File: src/rtl/histogram_reader_if.sv
// Bundles the bin-memory read port and the per-bin output stream of histogram_reader.
interface histogram_reader_if #(
  parameter int SIZE       = 5,
  parameter int MAX_NUMBER = 127
);
  localparam int ADDR_W = $clog2(MAX_NUMBER);

  logic              rd_en;
  logic [ADDR_W-1:0] rd_addr;
  logic [SIZE-1:0]   rd_data;

  logic              out_valid;
  logic              out_ready;
  logic [ADDR_W-1:0] out_bin;
  logic [SIZE-1:0]   out_count;
  logic              out_last;

  modport master (
    output rd_en, rd_addr,
    input  rd_data,
    output out_valid, out_bin, out_count, out_last,
    input  out_ready
  );

  modport slave (
    input  rd_en, rd_addr,
    output rd_data,
    input  out_valid, out_bin, out_count, out_last,
    output out_ready
  );
endinterface

File: src/rtl/histogram_reader.sv
// Scans every histogram bin in order, streams (bin, count) beats and tracks mode and total.
module histogram_reader #(
  parameter  int SIZE       = 5,
  parameter  int MAX_NUMBER = 127,
  localparam int ADDR_W     = $clog2(MAX_NUMBER),
  localparam int TOT_W      = SIZE + ADDR_W
) (
  input  logic                    CLK,
  input  logic                    RST,
  input  logic                    START,
  histogram_reader_if.master      bus,
  output logic                    busy,
  output logic                    done,
  output logic [ADDR_W-1:0]       mode_bin,
  output logic [SIZE-1:0]         mode_count,
  output logic [TOT_W-1:0]        total
);

  localparam logic [2:0] IDLE    = 3'd0;
  localparam logic [2:0] READ    = 3'd1;
  localparam logic [2:0] WAIT    = 3'd2;
  localparam logic [2:0] PRESENT = 3'd3;
  localparam logic [2:0] DONE    = 3'd4;

  localparam logic [ADDR_W-1:0] LAST_BIN = ADDR_W'(MAX_NUMBER);

  logic [2:0]        state;
  logic [ADDR_W-1:0] ptr;
  logic              rd_en_q;
  logic              out_valid_q;
  logic [ADDR_W-1:0] out_bin_q;
  logic [SIZE-1:0]   out_count_q;
  logic              out_last_q;

  // The pointer doubles as the registered read address.
  assign bus.rd_en     = rd_en_q;
  assign bus.rd_addr   = ptr;
  assign bus.out_valid = out_valid_q;
  assign bus.out_bin   = out_bin_q;
  assign bus.out_count = out_count_q;
  assign bus.out_last  = out_last_q;

  always_ff @(posedge CLK or negedge RST) begin
    if (!RST) begin
      state       <= IDLE;
      ptr         <= '0;
      rd_en_q     <= 1'b0;
      out_valid_q <= 1'b0;
      out_bin_q   <= '0;
      out_count_q <= '0;
      out_last_q  <= 1'b0;
      busy        <= 1'b0;
      done        <= 1'b0;
      mode_bin    <= '0;
      mode_count  <= '0;
      total       <= '0;
    end else begin
      case (state)
        IDLE: begin
          if (START) begin
            ptr        <= '0;
            mode_bin   <= '0;
            mode_count <= '0;
            total      <= '0;
            busy       <= 1'b1;
            rd_en_q    <= 1'b1;
            state      <= READ;
          end
        end
        READ: begin
          rd_en_q <= 1'b0;
          state   <= WAIT;
        end
        WAIT: begin
          out_count_q <= bus.rd_data;
          out_bin_q   <= ptr;
          out_valid_q <= 1'b1;
          out_last_q  <= (ptr == LAST_BIN);
          total       <= total + TOT_W'(bus.rd_data);
          // Strict compare keeps the lowest bin on ties.
          if (bus.rd_data > mode_count) begin
            mode_bin   <= ptr;
            mode_count <= bus.rd_data;
          end
          state <= PRESENT;
        end
        PRESENT: begin
          if (bus.out_ready) begin
            out_valid_q <= 1'b0;
            if (out_last_q) begin
              done  <= 1'b1;
              state <= DONE;
            end else begin
              ptr     <= ptr + 1'b1;
              rd_en_q <= 1'b1;
              state   <= READ;
            end
          end
        end
        DONE: begin
          done  <= 1'b0;
          busy  <= 1'b0;
          state <= IDLE;
        end
        default: state <= IDLE;
      endcase
    end
  end

endmodule

File: src/flat_wrapper.sv
// flat-port wrapper written by rule: the top's interface ports become plain ports
module histogram_reader_flat 
#(
  parameter  int SIZE       = 5,
  parameter  int MAX_NUMBER = 127,
  localparam int ADDR_W     = $clog2(MAX_NUMBER),
  localparam int TOT_W      = SIZE + ADDR_W
)
  (CLK, RST, START, busy, done, mode_bin, mode_count, total, bus_rd_en, bus_rd_addr, bus_rd_data, bus_out_valid, bus_out_bin, bus_out_count, bus_out_last, bus_out_ready);
  histogram_reader_if #(.SIZE(SIZE), .MAX_NUMBER(MAX_NUMBER)) bus_i ();
  input  logic CLK;
  input  logic RST;
  input  logic START;
  output logic busy;
  output logic done;
  output logic [ADDR_W-1:0] mode_bin;
  output logic [SIZE-1:0] mode_count;
  output logic [TOT_W-1:0] total;
  output wire logic [$bits(bus_i.rd_en)-1:0] bus_rd_en;
  output wire logic [$bits(bus_i.rd_addr)-1:0] bus_rd_addr;
  input wire logic [$bits(bus_i.rd_data)-1:0] bus_rd_data;
  output wire logic [$bits(bus_i.out_valid)-1:0] bus_out_valid;
  output wire logic [$bits(bus_i.out_bin)-1:0] bus_out_bin;
  output wire logic [$bits(bus_i.out_count)-1:0] bus_out_count;
  output wire logic [$bits(bus_i.out_last)-1:0] bus_out_last;
  input wire logic [$bits(bus_i.out_ready)-1:0] bus_out_ready;
  assign bus_rd_en = bus_i.rd_en;
  assign bus_rd_addr = bus_i.rd_addr;
  assign bus_i.rd_data = bus_rd_data;
  assign bus_out_valid = bus_i.out_valid;
  assign bus_out_bin = bus_i.out_bin;
  assign bus_out_count = bus_i.out_count;
  assign bus_out_last = bus_i.out_last;
  assign bus_i.out_ready = bus_out_ready;
  histogram_reader #(.SIZE(SIZE), .MAX_NUMBER(MAX_NUMBER)) u_core (.CLK(CLK), .RST(RST), .START(START), .bus(bus_i), .busy(busy), .done(done), .mode_bin(mode_bin), .mode_count(mode_count), .total(total));
endmodule
File: config.mk
export PLATFORM = sky130hd
export DESIGN_NAME = histogram_reader_flat
export DESIGN_NICKNAME = d
export VERILOG_FILES = /design/src/rtl/histogram_reader_if.sv /design/src/rtl/histogram_reader.sv /design/src/flat_wrapper.sv
export SDC_FILE = /design/constraint.sdc
export NUM_CORES = 1
export LEC_CHECK = 0
export BUFFER_PORTS_ARGS = -buffer_cell sky130_fd_sc_hd__buf_2
export CORE_ASPECT_RATIO = 2
export CORE_MARGIN = 10
export CORE_UTILIZATION = 48
export CTS_CLUSTER_DIAMETER = 80
export DETAILED_ROUTE_END_ITERATION = 16
export PLACE_DENSITY_LB_ADDON = 0.25
export SETUP_SLACK_MARGIN = 0.5
export SYNTH_ARGS = -nofsm -noshare
export SYNTH_HDL_FRONTEND = slang
export SYNTH_SLANG_ARGS = --single-unit
File: constraint.sdc
create_clock -name CLK -period 3.2 [get_ports CLK]
set_input_delay 0.16 -clock CLK [delete_from_list [all_inputs] [get_ports CLK]]
set_output_delay 0.16 -clock CLK [all_outputs]
set_load 0.05 [all_outputs]
# [Word-level counts from Yosys, hierarchy flattened]
# Index checks and enable logic that the tools add are counted.
# W data, S select, Z words.
[totals] regBits=51 output_inout_bits=48 word_cells=65 in_bits=9
[classes] eq_ne=10 n_mux=25 order_cmp=1 reduce_logical=15 addsub=2
[op_table] op="$mux W7" n=4
[op_table] op="$pmux W7 S2" n=2
[op_table] op="$pmux W12 S2" n=1
[op_table] op="$add A12 B5 Y12" n=1
[op_table] op="$mux W12" n=1
[op_table] op="$pmux W3 S4" n=1
[op_table] op="$mux W5" n=2
[op_table] op="$pmux W5 S2" n=1
[op_table] op="$reduce_bool A2 Y1" n=5
[op_table] op="$mux W3" n=3
[op_table] op="$reduce_and A2 Y1" n=4
[op_table] op="$reduce_and A4 Y1" n=2
[op_table] op="$add A7 B1 Y7 const B" n=1
[op_table] op="$eq A7 B7 Y1 const B" n=1
[op_table] op="$eq A3 B2 Y1 const B" n=2
[op_table] op="$mux W1" n=6
[op_table] op="$ne A2 B2 Y1 const B" n=3
[op_table] op="$pmux W1 S2" n=3
[op_table] op="$reduce_and A3 Y1" n=2
[op_table] op="$gt A5 B5 Y1" n=1
[op_table] op="$ne A2 B1 Y1 const B" n=2
[op_table] op="$eq A3 B1 Y1 const B" n=1
[op_table] op="$eq A3 B3 Y1 const B" n=1
[op_table] op="$logic_not A3 Y1" n=1
[op_table] op="2 further kinds" n=2

# [Logic depth before layout (Yosys ltp)]
# Gate-level depths: netlist of the first run.
[logic_depth] depth_word=4 mapped_depth=8 depth_no_buf=7

# [Worst setup path after synthesis of the first run]
# No wires, ideal clock.
[synth_path] path_kind="register to register" startpoint="register u_core.total[0]" endpoint="register u_core.total[8]" t_required_ns=3.115 period_less_slack_ns=2.271 path_stages_with_launch=8 setup_ns=0.085 path_slack_ns=0.929 arrival_time_ns=2.186 path_buffers=0 cell_sequence="dfrtp_1 > ha_1 > fa_1 > a21o_1 > a21o_1 > a21oi_1 > nand2b_1 > mux2i_1"
[synth_between] elab_chain_len=2
[synth_lines] element="start, declared" line_no="histogram_reader.sv:16" text="output logic [TOT_W-1:0] total"
[synth_lines] element="start signal, assigned" line_no="histogram_reader.sv:79" text="total <= total + TOT_W'(bus.rd_data);"
[synth_lines] element="$add A12 B5 Y12" line_no="histogram_reader.sv:79"
[synth_lines] element="$pmux W12 S2" line_no="histogram_reader.sv:58" text="case (state)"
# No other way between the ends.
# A chain may end at the register's enable or synchronous reset.

# [Worst setup path in the final report of the first run]
# Same ends and word-level chain as after synthesis.

==> flow_summary.yaml, run 1 <==
timing:
  slew_headroom_pct: 40.69
  setup_tns_ps: 0
  period_minus_slack_ps: 2152
  setup_viol: 0
  fmax_ghz: 0.4648
  setup_slack_ps: 1048
  fin_skew_ps: 5.012
  maxSlewViolCount: 0
  rsz0062_at_grt: "no"
  hold_viol: 0
  post-route-period-util_pct: 67.24
  tightest_slew_ps: 887.5
global_route:
  antenna_found_initial: 0
  grt_pass1_vias: 1976
  track_usage_pct: 14.48
  overflow: 0
  grt_max_degree: 30
  grt_pass1_wl_mm: 9.977
power:
  comb_power_share_pct: 53.2
  vdd_drop_max_mv: 0.6028
  power.share.switching_pct: 50.83
  report.power.total_w: 0.002941
  power_frac_clock_pct: 13.0
  seqPwrFrac_pct: 33.8
  p_per_area_nw_per_um2: 1017
  p_sw_w: 0.001495
  internal_power_w: 0.001446
  p_leak_nw: 1.616
clock_tree:
  cts_root_buf: "clkbuf_8"
  h-tree-depth: 2
  clk_latency_ps: 320
  cts_buffers: 5
  clk_path_buf_depth: 2
  tritoncts: "built"
  cts_sinks: 51
  clkTransAtPathRegs_ps: 100
hold_path:
  hold_end: "u_core.bus.out_valid"
  whs_path_depth: 4
  hold_class: "input port to register"
  min_from: "bus_out_ready"
setup_path:
  worstPathCellList: "ha_1 -> fa_1 -> a21o_1 -> a21o_1 -> a21oi_1 -> nand2b_1 -> mux2i_1"
  r2r_setup_slack_ps: 1050
  cpMostUsedCell: "a21o_1"
  r2r-end: "u_core.total[8]"
  crit_arrival_ps: 2400
  cp_top_family: "compound AO/OA/AOI/OAI gates"
  reg2regPathDepth: 7
  critPathMaxFanout: 5
  critPathBufInv: 0
  crit_required_ps: 3450
  cpPeakStageDelay_ps: 420
  reg2reg_from: "u_core.total[0]"
  start_kind: "register"
  critical_path_class: "register to register"
  end_kind: "register"
  crit_slowest_cell: "fa_1"
finish:
  drive_above_1_share_pct: 28.83
  layout.nets: 301
  final_area_um2: 2892
  nFillCells: 445
  antenna_cells: 0
  area_growth_pct: 17.73
  fin_util_pct: 58.89
floorplanning:
  core_area_um2: 4910
  row_count: 36
  initial_core_util_pct: 50.03
  die_h_um: 121.2
  io-pin-count: 57
  die_w_um: 70.58
  die-area_um2: 8551
routing:
  viasPerCell: 5.550
  ant_nets: 0
  drc: 0
  wire_per_inst_um: 17.43
  drt_iter0_markers: 134
  routed_wl_mm: 5.893
  drtPass1Iterations: 4
  vias: 1876
yosys:
  synth_edf_count: 0
  yosys.area_share.adder_pct: 6.419
  syn_nets: 241
  synth_top_family_by_area: "simple AND/OR/NAND/NOR gates"
  async_flop_share_pct: 100.0
  synth_warnings: 0
  synth-simple-area-share_pct: 15.13
  synth-xor-area-share_pct: 2.140
  synth_cell_types: 37
  synth_compound_area_share_pct: 14.67
  synth_area_um2: 2456
  ys_seq_area_share_pct: 51.96
  syn_avg_cell_area_um2: 11.16
  synthMuxAreaShare_pct: 7.234
  ys_ff_latch: 51
  synthesis.instances: 220
  yosys_most_used_dff: "dfrtp_1"
run:
  maxCapViolCount: 0
placement:
  gp_congestion: 0.8256
  dp_hpwl_mm: 4.510
  place_area_um2: 2793
  dp_slack_ps: 1077
  io_buffer_count: 56
outcome:
  status: "finished clean"
[cells by family (layout without fill, tap and decap cells)]
group,after synthesis,after routing
AOI/OAI and AO/OA,52,52
xor gates and xnor gates,6,6
adders and majority gates,12,12
buffers and inverters,14,75
DFF,51,51
muxes,13,13
and+or+nand+nor,72,72
[how the worst max path moves through the flow]
stage	slack [ps]	to	cells past startpoint	from
after floorplan	930	u_core.total[8]	7	u_core.total[0]
after global placement	1130	u_core.total[8]	7	u_core.total[0]
after detailed placement	1080	u_core.total[8]	7	u_core.total[0]
after CTS	1050	u_core.total[8]	7	u_core.total[0]
after global routing	890	u_core.total[8]	7	u_core.total[0]
final	1050	u_core.total[8]	7	u_core.total[0]
[layout make-up]
type / instances / area, um^2 / area share (%)
Sequential cell: 51 / 1276 / 44.14
Multi-Input combinational cell: 155 / 1120 / 38.73
Timing Repair Buffer: 59 / 305.3 / 10.56
Tap cell: 57 / 71.32 / 2.466
Clock buffer: 5 / 68.82 / 2.380
Inverter: 8 / 30.03 / 1.039
Clock inverter: 3 / 20.02 / 0.6923
[synth_stat cells (4+ instances only)]
cell / number / share of area (%)
dfrtp_1: 51 / 52
nand2_1: 22 / 3.4
a21o_1: 16 / 4.9
and2_1: 11 / 2.8
ha_1: 11 / 5.6
nor2_1: 11 / 1.7
nand3_1: 10 / 2.0
mux2_4: 9 / 5.5
inv_1: 8 / 1.2
o21ai_0: 8 / 1.6
a21oi_1: 7 / 1.4
o31ai_1: 7 / 2.1
o211ai_1: 6 / 1.8
and3_1: 4 / 1.0
clkbuf_1: 4 / 0.61
nand4_1: 4 / 1.0
xor2_1: 4 / 1.4
[worst min-delay path: cells and delay by family]
| family | cells | cell delay [ps] |
|---|---|---|
| AND/OR/NAND/NOR | 3 | 150 |
| buffers and inverters | 1 | 130 |
[layout by cell type, fill, tap and decap left out, types with 3 or more instances in the layout]
cell | netlist | routed
buf_2 | 0 | 56
o211ai_1 | 6 | 6
mux2_4 | 9 | 9
ha_1 | 11 | 11
nand4_1 | 4 | 4
nand2_1 | 22 | 22
a21oi_1 | 7 | 7
and3_1 | 4 | 4
clkbuf_8 | 0 | 5
and2_1 | 11 | 11
o31ai_1 | 7 | 7
inv_1 | 8 | 8
a211oi_1 | 3 | 3
a21o_1 | 16 | 16
nor2_1 | 11 | 11
nand3_1 | 10 | 10
dfrtp_1 | 51 | 51
xor2_1 | 4 | 4
o21ai_0 | 8 | 8
[metrics by stage]
stage / hold slack [ps] / instances
detailed placement: 167.6 / 329
CTS: 143.0 / 338
floorplan: -135.6 / 220
finish: 154.9 / 338
global route: 163.8 / 338
global placement: 163.1 / 329
[flip-flops by register name (all words and copies together) (netlist names), 3 cells and up]
name / flops
u_core.bus.out_count: 5
u_core.bus.out_bin: 7
u_core.mode_count: 5
u_core.total: 12
u_core.mode_bin: 7
u_core.bus.rd_addr: 7
u_core.state: 3
[timing repair]
action,CTS,global route
endpoints found under the hold margin,22,0
setup buffers,0,0
gates resized for setup,0,0
hold buffers,1,0
[power groups by stage]
| stage | registers (W) | logic [W] | clock network (W) |
|---|---|---|---|
| 2_1_floorplan | 0.00158 | 0.000617 | 0 |
| 3_3_place_gp | 0.00101 | 0.00156 | 0 |
| 3_5_place_dp | 0.00101 | 0.00158 | 0 |
| 4_1_cts | 0.000997 | 0.00159 | 0.000389 |
| 5_1_grt | 0.00103 | 0.00169 | 0.000419 |
| 6_report | 0.000995 | 0.00156 | 0.000382 |
[metal layers]
metal  track usage (%)  vias to the layer above  routed length [um]
li1                  -                      905                   -
met1             13.99                      915                2140
met2             26.69                       46                3219
met3             4.586                       10                 406
met4             6.934                        0                 127
met5                 0                        -                   0
(Power assumes the default switching activity.)
==> inputs of run 2 (changes only) <==
==> constraint.sdc (replaced) <==
create_clock -name CLK -period 2 [get_ports CLK]
set_input_delay 0.1 -clock CLK [delete_from_list [all_inputs] [get_ports CLK]]
set_output_delay 0.1 -clock CLK [all_outputs]
set_load 0.05 [all_outputs]
==> flow_summary.yaml, run 2 (same netlist as run 1, synthesis figures left out) <==
global_route:
  grt_pass1_vias: 2221
  track_usage_pct: 15.37
  grt_pass1_wl_mm: 10.69
  antenna_found_initial: 0
  overflow: 0
  grt_max_degree: 23
hold_path:
  hold_class: "input port to register"
  min_from: "bus_out_ready"
run:
  maxCapViolCount: 0
finish:
  area_growth_pct: 35.97
  layout.nets: 329
  final_cell_mix: "56 x buf_2, 40 x dfrtp_1, 20 x nand2_1, 20 x buf_4, 16 x a21o_1"
  largest_reg_flops: 12
  nFillCells: 382
  top_register: "u_core.total"
  drive_above_1_share_pct: 47.90
  antenna_cells: 0
  final_common_cell: "buf_2"
routing:
  routed_wl_mm: 6.693
  vias: 2025
  drt_iter0_markers: 76
  drtPass1Iterations: 4
  ant_nets: 0
  drc: 0
  viasPerCell: 5.533
  wire_per_inst_um: 18.29
power:
  p_per_area_nw_per_um2: 1601
  p_leak_nw: 1.798
  report.power.total_w: 0.005347
  vdd_drop_max_mv: 1.286
placement:
  io_buffer_count: 56
  dp_slack_ps: 92.25
  gp_congestion: 0.8141
  dp_hpwl_mm: 4.853
timing:
  tightest_slew_ps: 345.5
  period_minus_slack_ps: 1834
  setup_tns_ps: 0
  maxSlewViolCount: 0
  rsz0062_at_grt: "yes"
  fin_skew_ps: 9.944
  slew_headroom_pct: 76.87
  post-route-period-util_pct: 91.69
  hold_viol: 0
  setup_slack_ps: 166.3
  setup_viol: 0
  fmax_ghz: 0.5453
clock_tree:
  cts_root_buf: "clkbuf_8"
  cts_sinks: 51
  clkTransAtPathRegs_ps: 100
  cts_buffers: 5
  clk_path_buf_depth: 2
  tritoncts: "built"
  clk_latency_ps: 310
  h-tree-depth: 2
floorplanning:
  initial_core_util_pct: 50.03
  row_count: 36
  core_area_um2: 4910
  io-pin-count: 57
  die_w_um: 70.58
  die_h_um: 121.2
  die-area_um2: 8551
setup_path:
  reg2reg_from: "u_core.total[0]"
  critPathMaxFanout: 4
  crit_arrival_ps: 2060
  end_kind: "register"
  startpoint: "u_core.total[0]"
  start_kind: "register"
  crit_required_ps: 2220
  critical_path_class: "register to register"
outcome:
  status: "finished clean"
-- run 2: worst paths after layout --
kind                       cells after the start  slack, ps                      end
setup / recovery                               8        170         u_core.total[10]
hold / removal                                 4        110     u_core.bus.out_valid
setup reg to reg                               8        170         u_core.total[10]
hold reg to reg                                2        470    u_core.bus.out_bin[6]
max in group asynchronous                      3       1240          u_core.total[0]
min in group asynchronous                      2        180  u_core.bus.out_count[3]
-- run 2: per-layer routing --
metal	track usage, %	share of wire (%)
met1	14.14	35
met2	30.25	59
met3	3.604	4.7
met4	6.813	1.6
met5	0	0
-- run 2: stage by stage --
stage	util, %	std cells	cell area [um^2]	hold WS (ps)
2_1_floorplan	-	220	2576	-195.6
4_1_cts	65.70	362	3226	102.2
3_5_place_dp	60.12	336	2952	-21.82
6_report	68.02	366	3339	112.0
5_1_grt	68.02	366	3339	126.5
3_3_place_gp	60.12	336	2952	-25.13
-- run 2: worst max-delay path, stage by stage (launching register included) --
cell and delay (ps):
dfrtp_2 430, ha_4 170, fa_2 330, a21o_1 160, a21o_1 180, a21oi_2 150
buf_4 150, o211ai_1 100, o31ai_1 70
-- run 2: power by group --
part / switching [W] / leakage (nW) / internal [W]
Sequential: 0.000281 / 0.657 / 0.00135
Clock: 0.000342 / 0.0477 / 0.000240
Combinational: 0.00198 / 1.09 / 0.00116
-- run 2: cell type report --
class                   count  area (um^2)  area share [%]
inverters                   8        30.03          0.8992
multi-input cells         156         1303           39.00
clock inverters             3        15.01          0.4496
flip-flops and latches     51         1290           38.63
well taps                  57        71.32           2.136
repair buffers             86        561.8           16.82
clock buffers               5        68.82           2.061
-- run 2: repair_timing --
| item | CTS | global route |
|---|---|---|
| buffers inserted | 15 | 4 |
| gates resized for setup | 10 | 18 |
| hold endpoints to repair | 30 | 0 |
| endpoints found under the setup margin | 38 | 40 |
| cloned | 2 | 0 |
| hold buffers | 1 | 0 |
| pin swaps | 11 | 7 |
